### config.mk
export PLATFORM = sky130hd
export DESIGN_NAME = uart_rx
export DESIGN_NICKNAME = d
export VERILOG_FILES = /design/src/rtl/uart_pkg.sv /design/src/rtl/uart_rx_sampler.sv /design/src/rtl/uart_rx.sv
export SDC_FILE = /design/constraint.sdc
export NUM_CORES = 1
export LEC_CHECK = 0
export BUFFER_PORTS_ARGS = -buffer_cell sky130_fd_sc_hd__buf_2
export CORE_MARGIN = 2
export CORE_UTILIZATION = 60
export DETAILED_ROUTE_END_ITERATION = 10
export PLACE_DENSITY = 0.85
export SLEW_MARGIN = 5
export SYNTH_ARGS = -nofsm -noshare
export SYNTH_HDL_FRONTEND = slang
export SYNTH_HIERARCHICAL = 1
export SYNTH_SLANG_ARGS = --single-unit
### constraint.sdc
create_clock -name clk -period 2.7 [get_ports clk]
set_input_delay 0.27 -clock clk [delete_from_list [all_inputs] [get_ports clk]]
set_output_delay 0.27 -clock clk [all_outputs]
set_load 0.05 [all_outputs]
### src/rtl/uart_pkg.sv
// uart_pkg: definitions shared by the UART receiver and transmitter.
// Holds the default frame geometry, the parity-type constants and the
// receiver state encoding.
package uart_pkg;

  localparam int unsigned UART_DATA_WIDTH = 8;
  localparam int unsigned UART_OVERSAMPLE = 8;

  localparam logic PAR_EVEN = 1'b0;
  localparam logic PAR_ODD  = 1'b1;

  typedef enum logic [2:0] {
    RX_IDLE   = 3'd0,
    RX_START  = 3'd1,
    RX_DATA   = 3'd2,
    RX_PARITY = 3'd3,
    RX_STOP   = 3'd4
  } rx_state_e;

endpackage

### src/rtl/uart_rx_sampler.sv
// uart_rx_sampler: two-flop synchronizer, per-bit oversample counter,
// three-point capture around mid-bit and majority vote. The vote is valid
// while the counter sits at OS/2+2; the bit ends at OS-1.
module uart_rx_sampler
  import uart_pkg::*;
#(
  parameter int unsigned OVERSAMPLE = UART_OVERSAMPLE
) (
  input  logic clk,
  input  logic rst,
  input  logic i_rx,
  input  logic i_clr,
  output logic o_rx_s,
  output logic o_bit,
  output logic o_sample_valid,
  output logic o_bit_end
);

  localparam int unsigned CW = $clog2(OVERSAMPLE);
  localparam logic [CW-1:0] CNT_S0   = CW'(OVERSAMPLE / 2 - 1);
  localparam logic [CW-1:0] CNT_S1   = CW'(OVERSAMPLE / 2);
  localparam logic [CW-1:0] CNT_S2   = CW'(OVERSAMPLE / 2 + 1);
  localparam logic [CW-1:0] CNT_EVAL = CW'(OVERSAMPLE / 2 + 2);
  localparam logic [CW-1:0] CNT_LAST = CW'(OVERSAMPLE - 1);

  logic          r_sync1;
  logic          r_rx_s;
  logic [CW-1:0] r_edge_cnt;
  logic          r_s0, r_s1, r_s2;

  // Bring the asynchronous line into the clock domain; idle level is high.
  always_ff @(posedge clk) begin
    if (rst) begin
      r_sync1 <= 1'b1;
      r_rx_s  <= 1'b1;
    end else begin
      r_sync1 <= i_rx;
      r_rx_s  <= r_sync1;
    end
  end

  // Position within the current bit period; realigned on a start edge.
  always_ff @(posedge clk) begin
    if (rst || i_clr) begin
      r_edge_cnt <= '0;
    end else if (r_edge_cnt == CNT_LAST) begin
      r_edge_cnt <= '0;
    end else begin
      r_edge_cnt <= r_edge_cnt + 1'b1;
    end
  end

  // Capture the three points straddling the bit centre.
  always_ff @(posedge clk) begin
    if (rst) begin
      r_s0 <= 1'b1;
      r_s1 <= 1'b1;
      r_s2 <= 1'b1;
    end else begin
      if (r_edge_cnt == CNT_S0) r_s0 <= r_rx_s;
      if (r_edge_cnt == CNT_S1) r_s1 <= r_rx_s;
      if (r_edge_cnt == CNT_S2) r_s2 <= r_rx_s;
    end
  end

  assign o_rx_s         = r_rx_s;
  assign o_bit          = (r_s0 & r_s1) | (r_s0 & r_s2) | (r_s1 & r_s2);
  assign o_sample_valid = (r_edge_cnt == CNT_EVAL);
  assign o_bit_end      = (r_edge_cnt == CNT_LAST);

endmodule

### src/rtl/uart_rx.sv
// uart_rx: oversampled UART receiver (start, DATA_WIDTH data bits LSB
// first, optional parity, one stop bit). Each frame ends with a one-cycle
// data_valid, parity_error and/or stop_error pulse.
// Build option: define UART_RX_PARITY_EN to include the parity state and
// checker; otherwise PAR_EN/PAR_TYP are ignored and parity_error is 0.
module uart_rx
  import uart_pkg::*;
#(
  parameter int unsigned DATA_WIDTH = UART_DATA_WIDTH,
  parameter int unsigned OVERSAMPLE = UART_OVERSAMPLE
) (
  input  logic                  clk,
  input  logic                  rst,
  input  logic                  rx_in,
  input  logic                  PAR_EN,
  input  logic                  PAR_TYP,
  output logic [DATA_WIDTH-1:0] data_out,
  output logic                  data_valid,
  output logic                  parity_error,
  output logic                  stop_error
);

  localparam int unsigned BW = $clog2(DATA_WIDTH + 1);
  localparam logic [BW-1:0] LAST_BIT = BW'(DATA_WIDTH - 1);

  rx_state_e r_state, w_next;

  logic w_rx_s, w_bit, w_sample_valid, w_bit_end;
  logic w_start, w_shift, w_frame_end;

  logic                  r_armed;
  logic [BW-1:0]         r_bit_cnt;
  logic [DATA_WIDTH-1:0] r_shift;
  logic [DATA_WIDTH-1:0] r_data_out;
  logic                  r_data_valid;
  logic                  r_stop_error;

`ifdef UART_RX_PARITY_EN
  logic r_par_en, r_par_typ, r_par_err, r_parity_error;
  logic w_par_chk, w_par_exp;
`else
  logic w_unused_par;
  assign w_unused_par = PAR_EN ^ PAR_TYP;
`endif

  uart_rx_sampler #(
    .OVERSAMPLE(OVERSAMPLE)
  ) u_sampler (
    .clk           (clk),
    .rst           (rst),
    .i_rx          (rx_in),
    .i_clr         (w_start),
    .o_rx_s        (w_rx_s),
    .o_bit         (w_bit),
    .o_sample_valid(w_sample_valid),
    .o_bit_end     (w_bit_end)
  );

  // State register.
  always_ff @(posedge clk) begin
    if (rst) r_state <= RX_IDLE;
    else     r_state <= w_next;
  end

  // Next-state decode; STOP leaves at mid-bit so a back-to-back start is seen.
  always_comb begin
    w_next = r_state;
    case (r_state)
      RX_IDLE:  if (r_armed && !w_rx_s) w_next = RX_START;
      RX_START: begin
        if (w_sample_valid && w_bit) w_next = RX_IDLE;
        else if (w_bit_end)          w_next = RX_DATA;
      end
      RX_DATA: begin
        if (w_bit_end && (r_bit_cnt == LAST_BIT)) begin
`ifdef UART_RX_PARITY_EN
          w_next = r_par_en ? RX_PARITY : RX_STOP;
`else
          w_next = RX_STOP;
`endif
        end
      end
`ifdef UART_RX_PARITY_EN
      RX_PARITY: if (w_bit_end) w_next = RX_STOP;
`endif
      RX_STOP:  if (w_sample_valid) w_next = RX_IDLE;
      default:  w_next = RX_IDLE;
    endcase
  end

  // Per-state control strobes for the datapath.
  always_comb begin
    w_start     = (r_state == RX_IDLE) && r_armed && !w_rx_s;
    w_shift     = (r_state == RX_DATA) && w_sample_valid;
    w_frame_end = (r_state == RX_STOP) && w_sample_valid;
`ifdef UART_RX_PARITY_EN
    w_par_chk   = (r_state == RX_PARITY) && w_sample_valid;
`endif
  end

`ifdef UART_RX_PARITY_EN
  assign w_par_exp = (r_par_typ == PAR_ODD) ? ~^r_shift : ^r_shift;
`endif

  // Datapath: arming, bit count, shift register, parity check, output pulses.
  always_ff @(posedge clk) begin
    if (rst) begin
      r_armed      <= 1'b0;
      r_bit_cnt    <= '0;
      r_shift      <= '0;
      r_data_out   <= '0;
      r_data_valid <= 1'b0;
      r_stop_error <= 1'b0;
`ifdef UART_RX_PARITY_EN
      r_par_en       <= 1'b0;
      r_par_typ      <= 1'b0;
      r_par_err      <= 1'b0;
      r_parity_error <= 1'b0;
`endif
    end else begin
      r_data_valid <= 1'b0;
      r_stop_error <= 1'b0;
`ifdef UART_RX_PARITY_EN
      r_parity_error <= 1'b0;
`endif
      // A low stop bit disarms until the line is seen high again (break).
      if (w_frame_end && !w_bit) r_armed <= 1'b0;
      else if (w_rx_s)           r_armed <= 1'b1;

      if (w_start) begin
        r_bit_cnt <= '0;
`ifdef UART_RX_PARITY_EN
        r_par_en  <= PAR_EN;
        r_par_typ <= PAR_TYP;
        r_par_err <= 1'b0;
`endif
      end else if ((r_state == RX_DATA) && w_bit_end) begin
        r_bit_cnt <= r_bit_cnt + 1'b1;
      end

      if (w_shift) r_shift <= {w_bit, r_shift[DATA_WIDTH-1:1]};

`ifdef UART_RX_PARITY_EN
      if (w_par_chk) r_par_err <= (w_bit != w_par_exp);
`endif

      if (w_frame_end) begin
        r_data_out   <= r_shift;
        r_stop_error <= !w_bit;
`ifdef UART_RX_PARITY_EN
        r_parity_error <= r_par_err;
        r_data_valid   <= w_bit && !r_par_err;
`else
        r_data_valid   <= w_bit;
`endif
      end
    end
  end

  assign data_out   = r_data_out;
  assign data_valid = r_data_valid;
  assign stop_error = r_stop_error;
`ifdef UART_RX_PARITY_EN
  assign parity_error = r_parity_error;
`else
  assign parity_error = 1'b0;
`endif

endmodule

==> summary by stage <==
STA
The minimum clock period is 1780 ps. Dividing the final minimum period by the clock period gives 65.8%. For the pin with the worst max-slew slack, the measured transition is 562 ps.

The relative slew slack is 62.5%. Derived from the worst setup path, the maximum achievable clock frequency is 0.563 GHz. Setup repair after global routing left no endpoint under its margin. Final hold analysis gives a worst-case slack of 117 ps. The summed negative setup slack over all endpoints is 0 ps.

Setup violations remaining at the end of the flow were counted as 0. The final number of max-transition violations is 0. The worst clock skew on the final layout is 6.25 ps. The number of failing hold endpoints at the final stage is 0.

Synth
The leading register cell type out of synthesis is dfxtp_1. The number of nets handed over by synthesis was about 160. In the synthesized netlist the async set-or-reset flop fraction comes to 0%. The number of flip-flops and latches in the synthesized netlist is 34. The count of flip-flops with a built-in enable after synthesis is 0. In the synthesized netlist, the number of instances is approximately 150. The synthesis warning total is 6. The sequential fraction of the synthesis area is 48.1%. The top cell type by area accounts for 48.1% of the synthesized area.

In this run the cell area of the synthesized design comes to 0.00141 mm2. The leading area contributor after synthesis is dfxtp_1. Sorting the synthesized cells by area gives the leading types as dfxtp_1 (48%), ha_1 (6.2%), mux2i_1 (5.7%). In this run, distinct cell masters in the synthesized netlist total 36. Each instance of the synthesized netlist takes up on average around 9.7 um2.

Setup path
The logic depth of the worst register-to-register path is 5. The worst setup path is captured at a register. The endpoint of the worst register-to-register path is r_state[2]. The required time of the critical path is 2940 ps. The source of the worst register-to-register timing path is u_sampler/r_edge_cnt[0].

The worst setup path is launched from a register. The critical path is of the reg -> reg type. Across all register-to-register paths, the minimum setup slack is 920 ps. Along the worst path, the maximum fanout reaches 8. The critical path data arrival time is between 2000 and 2500 ps.

Drt
The total detailed-routing wirelength is 2.31 mm. After the first detailed-routing iteration, the DRC count stood at 14. In the routed design, unresolved DRC markers number 0. Using the TritonRoute via totals, the vias-per-cell ratio works out to ~5.5. The wire length per cell is 12.5 um. The first detailed-routing pass took 4 iterations. The count of nets left with antenna violations once routing finished came out at 0. The routed layout has just over 1000 vias.

GRT
The pin count of the biggest net entering global routing is 33. The wire length of the first global-routing pass is 3.94 mm. The initial antenna violation count is 0. The final global-route overflow total is 0. The number of global-route vias before repair is 953. Global routing used 20.0% of the available tracks across all layers.

Floorplanning
The die height is 52.5 um. The initial utilization of the core area, before any placement, comes to 63.9%. The horizontal extent of the die is 52.5 um. For this design the top-level I/O count stands at 16.

The overall die area is 0.00276 mm2. The floorplan has 17 rows. The floorplan step defined a core boundary enclosing 0.00221 mm2.

Final layout
The most common cell after layout, fill and taps aside is dfxtp_1. Cells with a size suffix above 1 make up between 10% and 20% of the layout. The repair_antennas step left the layout with diodes totalling 0. Leaving out fill and tap cells, the most frequent cells in the layout are dfxtp_1 (34), nand2_1 (20), nor2_1 (14).

The layout net count is 170. The area growth from synthesis to layout is 7.43%.

CTS
Clock tree synthesis found a total of 34 sinks. Clock-pin slew was measured on the worst setup and hold paths at 90 ps. TritonCTS built the clock tree.

The H-tree was split into 2 levels. Clock tree synthesis inserted a total of 5 buffers. The number of gates given a new drive strength after cts is 0. The number of buffers on the longest clock path is 2.

The number of setup buffers added after CTS is 0. The total of hold buffers inserted after clock tree synthesis is 0. The tree is rooted in a clkbuf_4. Clock latency on the worst-skew pair, taken at its later pin, is approximately 320 ps.

Power and ir drop
The clock network is responsible for around 33% of the overall power. The internal power contribution is approximately 0.64 mW. VDD sags by at most approximately 0.00045 V. The part of the total power dissipated in sequential elements is a little over three fifths. The analysis attributes to net switching a power of 0.179 mW. Power spread over the standard cell area amounts to 540 mW/mm2. The switching fraction of total power is 21.9%.

The standby leakage power is 0.556 nW. In this run, the combinational gates consume ~4.4% of the power.

Hold path
The class of the most critical hold timing path is in -> reg. The worst hold path passes through 2 cells. The worst hold path endpoint is u_sampler/r_sync1. The startpoint identified for the worst hold timing path is rx_in.

Outcome
The flow ran to the end, and the final reports show no timing, DRC or antenna violations.

Flow run
The tool flagged a number of max-cap violations equal to 0.

Place
Port buffering added 12 buffers. The final weighted congestion in routability-driven placement is 0.703. Summed over all nets, the half-perimeter wirelength after detailed placement is between 1.5 and 2 mm.
per-stage QoR:
step	instance area, um2	instances	utilization [%]	setup WS (ps)	total power, mW
final	1520	185	68.7	925	0.820
after floorplan	1410	146	-	1130	0.558
after global placement	1470	179	66.3	1010	0.562
after CTS	1520	185	68.7	917	0.828
after detailed placement	1470	179	66.3	947	0.565
after global routing	1520	185	68.7	795	0.854
logic make-up (layout without fill, tap and decap cells):
group	count (synthesis)	in the layout	synth area share [%]
AOI/OAI and AO/OA	22	22	9.38
DFF	34	34	48.1
and+or+nand+nor	59	59	24.2
buffers and inverters	13	24	4.78
adders and majority gates	8	8	6.90
other	1	1	0.265
xor gates and xnor gates	1	1	0.620
muxes	8	8	5.66
state kept, by name (all words and copies together), names as in the netlist:
signal	cells
data_out	8
r_shift	8
r_bit_cnt	4
r_state	3
u_sampler/r_edge_cnt	3
data_valid	1
r_armed	1
stop_error	1
u_sampler/o_rx_s	1
u_sampler/r_s0	1
u_sampler/r_s1	1
u_sampler/r_s2	1
u_sampler/r_sync1	1
power by group through the flow:
stage	registers (mW)	clock network (mW)	logic (mW)
finish	0.517	0.267	0.0360
floorplan	0.526	0	0.0321
detailed placement	0.529	0	0.0365
global route	0.518	0.294	0.0416
global placement	0.528	0	0.0335
CTS	0.517	0.274	0.0368
Yosys cell counts (all sizes together), types with 2 or more instances:
| library cell | n |
|---|---|
| nand4bb | 2 |
| nand4b | 2 |
| inv | 5 |
| nor4 | 2 |
| a211oi | 3 |
| or3 | 2 |
| dfxtp | 34 |
| nor3b | 2 |
| a21oi | 13 |
| buf | 6 |
| or3b | 2 |
| clkbuf | 2 |
| and4bb | 2 |
| a31oi | 2 |
| nor3 | 2 |
| nand2 | 20 |
| nor2 | 14 |
| ha | 7 |
| o21ai | 2 |
| nand3 | 2 |
| mux2i | 8 |
| or2 | 2 |
final cells by class:
class	count	area, um2
clock buffers	6	51.3
inverters	5	18.8
repair buffers	13	67.6
multi-input cells	99	666
flip-flops and latches	34	681
fillers	182	693
well taps	28	35.0
how the worst max path moves through the flow:
stage,startpoint,to,cells after the start
final,u_sampler/r_edge_cnt[0],r_state[2],5
after global routing,u_sampler/r_edge_cnt[0],r_state[2],5
after CTS,u_sampler/r_edge_cnt[0],r_state[2],5
after detailed placement,u_sampler/r_edge_cnt[0],r_state[2],5
after global placement,u_sampler/r_edge_cnt[0],r_state[2],5
after floorplan,u_sampler/r_edge_cnt[0],r_state[2],5
routing by layer:
metal	vias up	track usage (%)	share of wire, %
met5	-	0	0
met4	0	11.5	2.1
met3	6	6.29	3.9
met2	19	33.1	48
met1	465	22.2	46
li1	527	-	-
worst max-delay path: stages, from the launching register on:
cell and delay (ps):
dfxtp_1 390, ha_1 190, ha_1 370, nand4b_1 180
or3b_1 390, a211oi_2 180
Power figures use the tool's default switching activity.
